`src/rtl/operand_fetch.sv`:
```
// Operand fetch stage: reads two source registers from a 1-cycle registered
// register file, resolves them against in-flight writebacks, and presents
// the operands plus an opaque tag to a valid/ready consumer.
// Pipeline: S1 (register-file data returning) -> OUT (held for downstream).
module operand_fetch #(
  parameter int TAG_W = 8
) (
  input  logic             CLK,
  input  logic             RST,
  input  logic             issue_valid,
  output logic             issue_ready,
  input  logic [4:0]       issue_rs1,
  input  logic [4:0]       issue_rs2,
  input  logic [TAG_W-1:0] issue_tag,
  output logic [4:0]       rf_ra,
  output logic [4:0]       rf_rb,
  input  logic [31:0]      rf_da,
  input  logic [31:0]      rf_db,
  input  logic             wb_valid,
  input  logic [4:0]       wb_rd,
  input  logic [31:0]      wb_data,
  output logic             rf_we,
  output logic [4:0]       rf_rw,
  output logic [31:0]      rf_dw,
  input  logic             flush,
  output logic             op_valid,
  input  logic             op_ready,
  output logic [31:0]      op_a,
  output logic [31:0]      op_b,
  output logic [TAG_W-1:0] op_tag
);

  logic             s1_valid_reg;
  logic             out_valid_reg;
  logic [TAG_W-1:0] s1_tag_reg;
  logic [TAG_W-1:0] op_tag_reg;
  logic             s1_adv;
  logic             accept;

  // Per-operand views: index 0 is operand A (rs1), index 1 is operand B (rs2).
  logic [1:0][4:0]  issue_idx;
  logic [1:0][4:0]  rd_addr;
  logic [1:0][31:0] rf_rdata;
  logic [1:0][31:0] op_data;

  // Writeback is forwarded straight to the register file; x0 is never written.
  assign rf_we = wb_valid && (wb_rd != 5'd0);
  assign rf_rw = wb_rd;
  assign rf_dw = wb_data;

  assign issue_idx = {issue_rs2, issue_rs1};
  assign rf_rdata  = {rf_db, rf_da};
  assign rf_ra     = rd_addr[0];
  assign rf_rb     = rd_addr[1];
  assign op_a      = op_data[0];
  assign op_b      = op_data[1];
  assign op_tag    = op_tag_reg;
  assign op_valid  = out_valid_reg;

  // Handshake: S1 drains into OUT when OUT is empty or being consumed;
  // a new request may enter whenever S1 is empty or draining.
  always_comb begin
    s1_adv      = s1_valid_reg && (!out_valid_reg || op_ready);
    issue_ready = !RST && !flush && (!s1_valid_reg || s1_adv);
    accept      = issue_valid && issue_ready;
  end

  // Stage valid bits and the tag that travels alongside the operands.
  always_ff @(posedge CLK) begin
    if (RST) begin
      s1_valid_reg  <= 1'b0;
      out_valid_reg <= 1'b0;
      s1_tag_reg    <= '0;
      op_tag_reg    <= '0;
    end else if (flush) begin
      s1_valid_reg  <= 1'b0;
      out_valid_reg <= 1'b0;
    end else begin
      if (accept) begin
        s1_valid_reg <= 1'b1;
        s1_tag_reg   <= issue_tag;
      end else if (s1_adv) begin
        s1_valid_reg <= 1'b0;
      end
      if (s1_adv) begin
        out_valid_reg <= 1'b1;
        op_tag_reg    <= s1_tag_reg;
      end else if (out_valid_reg && op_ready) begin
        out_valid_reg <= 1'b0;
      end
    end
  end

  genvar gi;
  generate
    for (gi = 0; gi < 2; gi++) begin : g_opnd
      logic [4:0]  s1_idx_reg;
      logic [4:0]  out_idx_reg;
      logic        fwd_flag_reg;
      logic [31:0] fwd_data_reg;
      logic [31:0] op_data_reg;
      logic [31:0] resolved;
      logic        hold_hit;

      // While S1 is stalled the held index is re-read so the RF data stays fresh.
      assign rd_addr[gi] = issue_ready ? issue_idx[gi] : s1_idx_reg;
      assign op_data[gi] = op_data_reg;

      // The RF returns pre-write data when a write lands on the address being
      // read, so remember that write for use when the data comes back.
      always_ff @(posedge CLK) begin
        if (RST) begin
          fwd_flag_reg <= 1'b0;
          fwd_data_reg <= '0;
        end else begin
          fwd_flag_reg <= rf_we && (rf_rw == rd_addr[gi]);
          fwd_data_reg <= wb_data;
        end
      end

      // S1 register index captured on accept.
      always_ff @(posedge CLK) begin
        if (RST) begin
          s1_idx_reg <= '0;
        end else if (accept) begin
          s1_idx_reg <= issue_idx[gi];
        end
      end

      // Operand resolution priority: x0, same-cycle writeback, remembered write, RF data.
      always_comb begin
        resolved = rf_rdata[gi];
        if (s1_idx_reg == 5'd0) begin
          resolved = '0;
        end else if (rf_we && (rf_rw == s1_idx_reg)) begin
          resolved = wb_data;
        end else if (fwd_flag_reg) begin
          resolved = fwd_data_reg;
        end
      end

      // A writeback to a held operand's register refreshes it while OUT waits.
      assign hold_hit = out_valid_reg && !op_ready && rf_we &&
                        (out_idx_reg != 5'd0) && (rf_rw == out_idx_reg);

      // OUT operand register: load on advance, otherwise track writebacks while held.
      always_ff @(posedge CLK) begin
        if (RST) begin
          op_data_reg <= '0;
          out_idx_reg <= '0;
        end else if (!flush) begin
          if (s1_adv) begin
            op_data_reg <= resolved;
            out_idx_reg <= s1_idx_reg;
          end else if (hold_hit) begin
            op_data_reg <= wb_data;
          end
        end
      end
    end
  endgenerate

endmodule

```
`config.mk`:
```
export PLATFORM = sky130hd
export DESIGN_NAME = operand_fetch
export DESIGN_NICKNAME = d
export VERILOG_FILES = /design/src/rtl/operand_fetch.sv
export SDC_FILE = /design/constraint.sdc
export NUM_CORES = 1
export LEC_CHECK = 0
export ABC_AREA = 1
export ABC_CLOCK_PERIOD_IN_PS = 3300
export CAP_MARGIN = 15
export CELL_PAD_IN_SITES_DETAIL_PLACEMENT = 1
export CELL_PAD_IN_SITES_GLOBAL_PLACEMENT = 1
export CORE_ASPECT_RATIO = 0.7
export CORE_UTILIZATION = 37
export CTS_BUF_LIST = sky130_fd_sc_hd__clkbuf_8
export DETAILED_ROUTE_END_ITERATION = 6
export HOLD_SLACK_MARGIN = 0.05
export MAX_ROUTING_LAYER = met4
export PLACE_DENSITY = 0.9
export SLEW_MARGIN = 40
export SYNTH_ARGS = -nofsm -noshare
export SYNTH_HDL_FRONTEND = slang
export SYNTH_SLANG_ARGS = --single-unit
export TNS_END_PERCENT = 10
```
`constraint.sdc`:
```
create_clock -name CLK -period 3.3 [get_ports CLK]
set_input_delay 0.99 -clock CLK [delete_from_list [all_inputs] [get_ports CLK]]
set_output_delay 0.99 -clock CLK [all_outputs]
set_load 0.01 [all_outputs]
```
# [Word level (Yosys, flattened, before mapping)]
# Index checks and enable logic that the tools add are counted.
[word_totals] reg_bits=136 word_cells=73
[op_classes] n_eq_ne=6 bitwise_logic=1 mux=16 reduce_logical=37
[op_table] operator="two-way mux 32 bit" count=10
[op_table] operator="equality test 5 bit" count=6
[op_table] operator="logical AND 1 bit" count=16
[op_table] operator="nonzero test 5 bit" count=3
[op_table] operator="zero test 5 bit" count=2
[op_table] operator="two-way mux 5 bit" count=2
[op_table] operator="AND reduction 2 bit" count=4
[op_table] operator="nonzero test 2 bit" count=4
[op_table] operator="zero test 1 bit" count=5
[op_table] operator="two-way mux 1 bit" count=4
[op_table] operator="logical OR 1 bit" count=2
[op_table] operator="OR reduction 2 bit" count=1
[op_table] operator="NOT 1 bit" count=1

# [Depth between registers and ports, before layout]
# Gate-level depths: netlist (run 1).
[depth] word_depth=8 depth_mapped=13 ltp_nobuf=12

# [Worst setup path before layout (run 1)]
# Ideal clock, no wire load.
[synth_timing] path_kind="in2out" startpoint="input port RST" endpoint="output port rf_rb[2]" n_path_buf=2 required_time_ns=2.310 path_slack_ns=0.432 stages=5 arrival_time_ns=1.878 path_cell_list="buf_2 nor2_1 nand2_1 buf_2 o21ai_0"
[synth_via] elab_chain_len=4
[synth_rtl] element="start: declaration" line="9" text="input logic RST,"
[synth_rtl] element="zero test 1 bit" line="64" text="issue_ready = !RST && !flush && (!s1_valid_reg || s1_adv);"
[synth_rtl] element="logical AND 1 bit (2 in series)" line="64"
[synth_rtl] element="two-way mux 5 bit" line="106" text="assign rd_addr[gi] = issue_ready ? issue_idx[gi] : s1_idx_reg;"
[synth_rtl] element="end: declaration" line="16" text="output logic [4:0] rf_rb,"
# No other way between the ends.

# [Final worst setup path (run 1)]
[layout_timing] startpoint="input port op_ready" endpoint="output port rf_rb[3]"
[layout_via] elab_chain_len=5
[layout_rtl] element="start: declaration" line="27" text="input logic op_ready,"
[layout_rtl] element="logical OR 1 bit" line="63" text="s1_adv = s1_valid_reg && (!out_valid_reg || op_ready);"
[layout_rtl] element="logical AND 1 bit" line="63"
[layout_rtl] element="logical OR 1 bit" line="64"
[layout_rtl] element="logical AND 1 bit" line="64"
[layout_rtl] element="two-way mux 5 bit" line="106"
# No other way between the ends.

==> results.sh, run 1 <==
export IMPL_final_cell_count_no_fill=1691
export IMPL_synth_area_leaders="dfxtp_1 (33%), nand2_1 (13%), nor2_1 (8.5%)"
export IMPL_yosys_top_cells_count="nand2_1 (283), nor2_1 (187), dfxtp_1 (136)"
export IMPL_grt_pass1_wl_um=50600
export IMPL_async_flop_share=0
export IMPL_synth_edf_count=0
export IMPL_dp_final_hpwl_um=22450
export IMPL_place_inst=1658
export IMPL_finalSetupTns_ps=0
export IMPL_placementRows=45
export IMPL_cp_end_kind="output pin"
export IMPL_cp_start_kind="input pin"
export IMPL_wl_per_cell_um=19.62
export IMPL_cp_data_arrival_time_ps=2300
export IMPL_clk_latency_ps=460
export IMPL_die_h_um=126.9
export IMPL_worst_pin_slew_ps=853.2
export IMPL_drc=0
export IMPL_yosys_register_bits=136
export IMPL_yosys_cell_types_count=28
export IMPL_ys_seq_area_frac=0.3301
export IMPL_hold_ws_ps=469.7
export IMPL_gp_congestion=0.8908
export IMPL_grt_usage=0.2920
export IMPL_wirelength_um=33180
export IMPL_synth_cell_area_mm2=0.008247
export IMPL_p_per_area_mw_per_mm2=359.5
export IMPL_min_period_ps=3295
export IMPL_grt_max_degree=65
export IMPL_crit_fanout=5
export IMPL_cts_htree_levels=4
export IMPL_drt_iter0_drc=813
export IMPL_yosysMostFrequentCell="nand2_1"
export IMPL_ys_warn_count=0
export IMPL_vias=9100
export IMPL_fmax_mhz=303.5
export IMPL_cts_inserted_buffers=17
export IMPL_drv_cap=0
export IMPL_rsz0062_at_grt="true"
export IMPL_core_area_mm2=0.02179
export IMPL_finalClockSkew_ps=18.20
export IMPL_slew_headroom=0.4312
export IMPL_initial_utilization=0.3785
export IMPL_synth_cells=1201
export IMPL_setup_viol=0
export IMPL_clockBufferDepth=2
export IMPL_cts_tree="yes"
export IMPL_clkSlewWorstSetupHoldPaths_ps=80
export IMPL_netlist_area_leader_share=0.3301
export IMPL_fillers=2764
export IMPL_viasPerCell=5.381
export IMPL_port_buffers=246
export IMPL_num_antenna_cells=0
export IMPL_finalHoldViolCount=0
export IMPL_critPathRequiredTime_ps=2310
export IMPL_min_path_type="reg2reg"
export IMPL_utilization=0.5182
export IMPL_grt_ovfl_total=0
export IMPL_layout_drive_gt1_share=0.1093
export IMPL_p_leak_nw=4.664
export IMPL_ir_worst_vdd_mv=0.2045
export IMPL_die_width_um=180.4
export IMPL_fin_nets=1522
export IMPL_syn2layout_area_growth_pct=36.91
export IMPL_synth_fp_nets=1326
export IMPL_clockRootBuffer="clkbuf_8"
export IMPL_cts_hold_buf=0
export IMPL_final_antenna_net_count=0
export IMPL_synth_area_per_cell_um2=6.866
export IMPL_slew_violations=0
export IMPL_fin_crit_sh=0.9984
export IMPL_dieArea_mm2=0.02290
export IMPL_antenna_found_initial=0
export IMPL_cts_sinks=136
export IMPL_io_pins=247
export IMPL_first_pass_iters=5
export IMPL_outcome="completed"
export IMPL_synth_flop_cell="dfxtp_1"
export IMPL_criticalPathCategory="in2out"
export IMPL_grt_pass1_vias=9424
export IMPL_yosysTopAreaCell="dfxtp_1"
[worst paths after layout]
check                                   from                              endpoint  slack (ps)  depth (start not counted)
setup / recovery                    op_ready                              rf_rb[3]           5                          8
hold / removal    s1_tag_reg[4]$_SDFFE_PP0P_            s1_tag_reg[4]$_SDFFE_PP0P_         470                          2
setup reg to reg       op_valid$_SDFFE_PP0P_  g_opnd[0].s1_idx_reg[4]$_SDFFE_PP0P_        1250                          9
hold reg to reg   s1_tag_reg[4]$_SDFFE_PP0P_            s1_tag_reg[4]$_SDFFE_PP0P_         470                          2
[stage by stage]
stage	setup slack [ps]	power [mW]	cell area, um^2
floorplan	431.7	2.087	8247
global placement	-316.6	2.430	10830
detailed placement	-365.2	2.448	10830
CTS	-98.97	4.070	11280
global route	-14.58	4.203	11290
finish	5.206	4.059	11290
[cell families after synthesis]
family	count (synthesis)	share of synthesized area
AND/OR/NAND/NOR	674	0.3673
XOR/XNOR	14	0.01487
flip-flops	136	0.3301
multiplexers	64	0.08254
buffers and inverters	195	0.1208
AO/OA/AOI/OAI	118	0.08436
[what timing repair did]
item	4_1_cts	5_1_grt
setup buffers	0	1
resized for setup	29	20
setup endpoints to repair	12	10
gates cloned	0	1
pin swaps	0	2
[final cells by class]
class | instances | area [um^2] | share of cell area
Clock buffer | 18 | 247.7 | 0.02194
Inverter | 68 | 260.3 | 0.02305
Tap cell | 282 | 352.8 | 0.03125
Clock inverter | 13 | 203.9 | 0.01806
Multi-Input combinational cell | 870 | 4577 | 0.4054
Sequential cell | 136 | 2728 | 0.2416
Timing Repair Buffer | 304 | 2922 | 0.2588
[routing by layer]
layer	up-vias	global-route usage	share of wire
met5	-	-	0
met2	391	0.4745	0.46
met1	4382	0.3526	0.44
li1	4266	-	-
met4	0	0.09402	0.020
met3	61	0.07723	0.077
[report_power, final]
| group | switching [mW] | leakage, nW | internal, mW | total [mW] |
|---|---|---|---|---|
| clock | 0.722 | 0.234 | 0.915 | 1.64 |
| sequential | 0.0297 | 1.11 | 1.68 | 1.71 |
| combinational | 0.367 | 3.32 | 0.344 | 0.711 |
[placed cells by master (no fill, tap or decap), drive strengths merged, types with 9 or more instances in the layout]
cell type	count
a211oi	9
a21boi	32
a21oi	61
buf	60
clkbuf	25
clkdlybuf4s50	232
dfxtp	136
inv	73
mux2	32
mux2i	32
nand2	286
nand3	95
nand3b	64
nand4	36
nor2	193
o21ai	15
xor2	9
[critical path: stages]
cell,delay (ps)
clkdlybuf4s50_1,420
nor2_2,120
nand2_2,90
nand2_4,120
clkbuf_4,200
nand2_1,80
nand2_1,120
buf_2,160
(Power assumes the default switching activity.)
==> run 2, diff against run 1 <==
Settings changed: ABC_CLOCK_PERIOD_IN_PS 3300 to unset, CORE_UTILIZATION 37 to 31, PLACE_DENSITY 0.9 to 0.8.
Clock period 3.3 ns to 2.6 ns, I/O delays scaled along.
==> results.sh, run 2 (same netlist as run 1, synthesis figures left out) <==
export IMPL_max_stage_delay_ps=540
export IMPL_timing_rr_start="op_valid$_SDFFE_PP0P_"
export IMPL_grt_max_degree=75
export IMPL_cp_startpoint="wb_data[8]"
export IMPL_cp_start_kind="input pin"
export IMPL_path_cells="clkdlybuf4s50_1 > clkdlybuf4s50_1"
export IMPL_cp_data_arrival_time_ps=1800
export IMPL_io_pins=247
export IMPL_crit_fanout=2
export IMPL_fmax_mhz=388.2
export IMPL_syn2layout_area_growth_pct=46.61
export IMPL_min_path_type="reg2reg"
export IMPL_drc=0
export IMPL_initial_utilization=0.3187
export IMPL_p_per_area_mw_per_mm2=419.0
export IMPL_cts_htree_levels=4
export IMPL_critPathMostFrequentCell="clkdlybuf4s50_1"
export IMPL_final_common_cell="nand2_1"
export IMPL_grt_pass1_wl_um=53560
export IMPL_dp_final_hpwl_um=24350
export IMPL_fillers=3214
export IMPL_design_area_mm2=0.01209
export IMPL_cts_hold_buf=0
export IMPL_setup_slack_ps=24.15
export IMPL_antenna_found_initial=3
export IMPL_cts_sinks=136
export IMPL_drt_iter0_drc=445
export IMPL_place_inst=1781
export IMPL_viasPerCell=5.039
export IMPL_outcome="completed"
export IMPL_grt_usage=0.2634
export IMPL_crit_family="buffers and inverters"
export IMPL_vias=9216
export IMPL_critPathRequiredTime_ps=1820
export IMPL_grt_ovfl_total=0
export IMPL_fin_crit_sh=0.9907
export IMPL_clk_latency_ps=480
export IMPL_dieArea_mm2=0.02727
export IMPL_finalHoldViolCount=0
export IMPL_wl_per_cell_um=19.11
export IMPL_layout_drive_gt1_share=0.1607
export IMPL_cts_inserted_buffers=17
export IMPL_first_pass_iters=5
export IMPL_slew_headroom=0.5323
export IMPL_clockRootBuffer="clkbuf_8"
export IMPL_crit_buf_inv=2
export IMPL_criticalPathCategory="in2out"
export IMPL_fin_nets=1581
export IMPL_layout_common_cells="nand2_1 (270), clkdlybuf4s50_1 (198), nor2_1 (184)"
export IMPL_finalClockSkew_ps=15.14
export IMPL_hp_start="op_tag[0]$_SDFFE_PP0P_"
export IMPL_final_cell_count_no_fill=1829
export IMPL_port_buffers=246
export IMPL_pre_cts_slack_ps=-708.1
export IMPL_clkSlewWorstSetupHoldPaths_ps=90
export IMPL_p_leak_nw=5.164
export IMPL_cp_end_kind="output pin"
export IMPL_clockBufferDepth=2
export IMPL_wirelength_um=34950
export IMPL_grt_pass1_vias=9386
export IMPL_cts_tree="yes"
export IMPL_final_antenna_net_count=0
export IMPL_slew_violations=0
export IMPL_core_area_mm2=0.02587
export IMPL_placed_cell_area_mm2=0.01147
export IMPL_worst_pin_slew_ps=701.5
export IMPL_min_period_ps=2576
export IMPL_drv_cap=0
export IMPL_ir_worst_vdd_mv=0.2858
export IMPL_gp_congestion=0.8499
export IMPL_placementRows=49
export IMPL_die_width_um=196.9
export IMPL_setup_viol=0
export IMPL_die_h_um=138.5
export IMPL_crit_slowest_cell="clkdlybuf4s50_1"
==> run 2: cell types whose count changed in the layout (fill, tap and decap cells not counted), moves of 5 or more <==
cell and change:
buf_4 +40, clkdlybuf4s50_1 -34, dlygate4sd2_1 +17, buf_12 +16
dlymetal6s2s_1 +15, nand2_1 -10, buf_6 +7, nand2_2 +7
clkinvlp_4 +5
==> run 2: worst min-delay path, stage by stage (launching register included) <==
cell and delay [ps]:
dfxtp_1 320, nand2_1 60, a21oi_1 50
==> run 2: path summary, 6_finish.rpt <==
check,slack (ps),to,cells after the start
setup reg to reg,430,g_opnd[1].fwd_flag_reg$_SDFF_PP0_,18
setup / recovery,20,rf_dw[8],2
hold / removal,460,op_tag[0]$_SDFFE_PP0P_,2
hold reg to reg,460,op_tag[0]$_SDFFE_PP0P_,2
==> run 2: cell type report <==
class                      instances  area (um^2)  area share
antenna                            3        7.507   0.0006209
sequential                       136         2726      0.2255
multi-input combinational        870         4631      0.3830
clock inverter                    15        180.2     0.01490
inverter                          68        260.3     0.02153
clock buffer                      17        234.0     0.01935
timing repair buffer             363         3605      0.2981
tap                              357        446.7     0.03695
==> run 2: layer usage <==
layer	vias up	GRT usage	wire [um]
met5	-	-	0
met4	0	0.06202	487
met3	37	0.06148	2639
met2	324	0.4108	15740
met1	4468	0.3430	16080
li1	4387	-	-
==> run 2: per-stage QoR <==
stage / hold slack (ps) / TNS [ps] / util / power [mW]
5_1_grt: 487.1 / -21.16 / 0.4673 / 5.283
3_3_place_gp: 449.2 / -14370 / 0.4434 / 3.158
3_5_place_dp: 451.7 / -18740 / 0.4434 / 3.178
2_1_floorplan: 440.7 / 0 / - / 2.649
4_1_cts: 465.6 / -159.2 / 0.4633 / 5.102
6_report: 464.8 / 0 / 0.4673 / 5.066
==> run 2: power breakdown <==
part | total (mW) | internal [mW] | switching, mW
Clock | 1.91 | 0.947 | 0.962
Sequential | 2.17 | 2.14 | 0.0378
Combinational | 0.985 | 0.496 | 0.489
Total | 5.07 | 3.58 | 1.49
==> run 2: repair_timing <==
item,CTS,global route
setup endpoints to repair,29,25
setup buffers,10,2
pin swaps,7,6
gates resized for setup,88,33
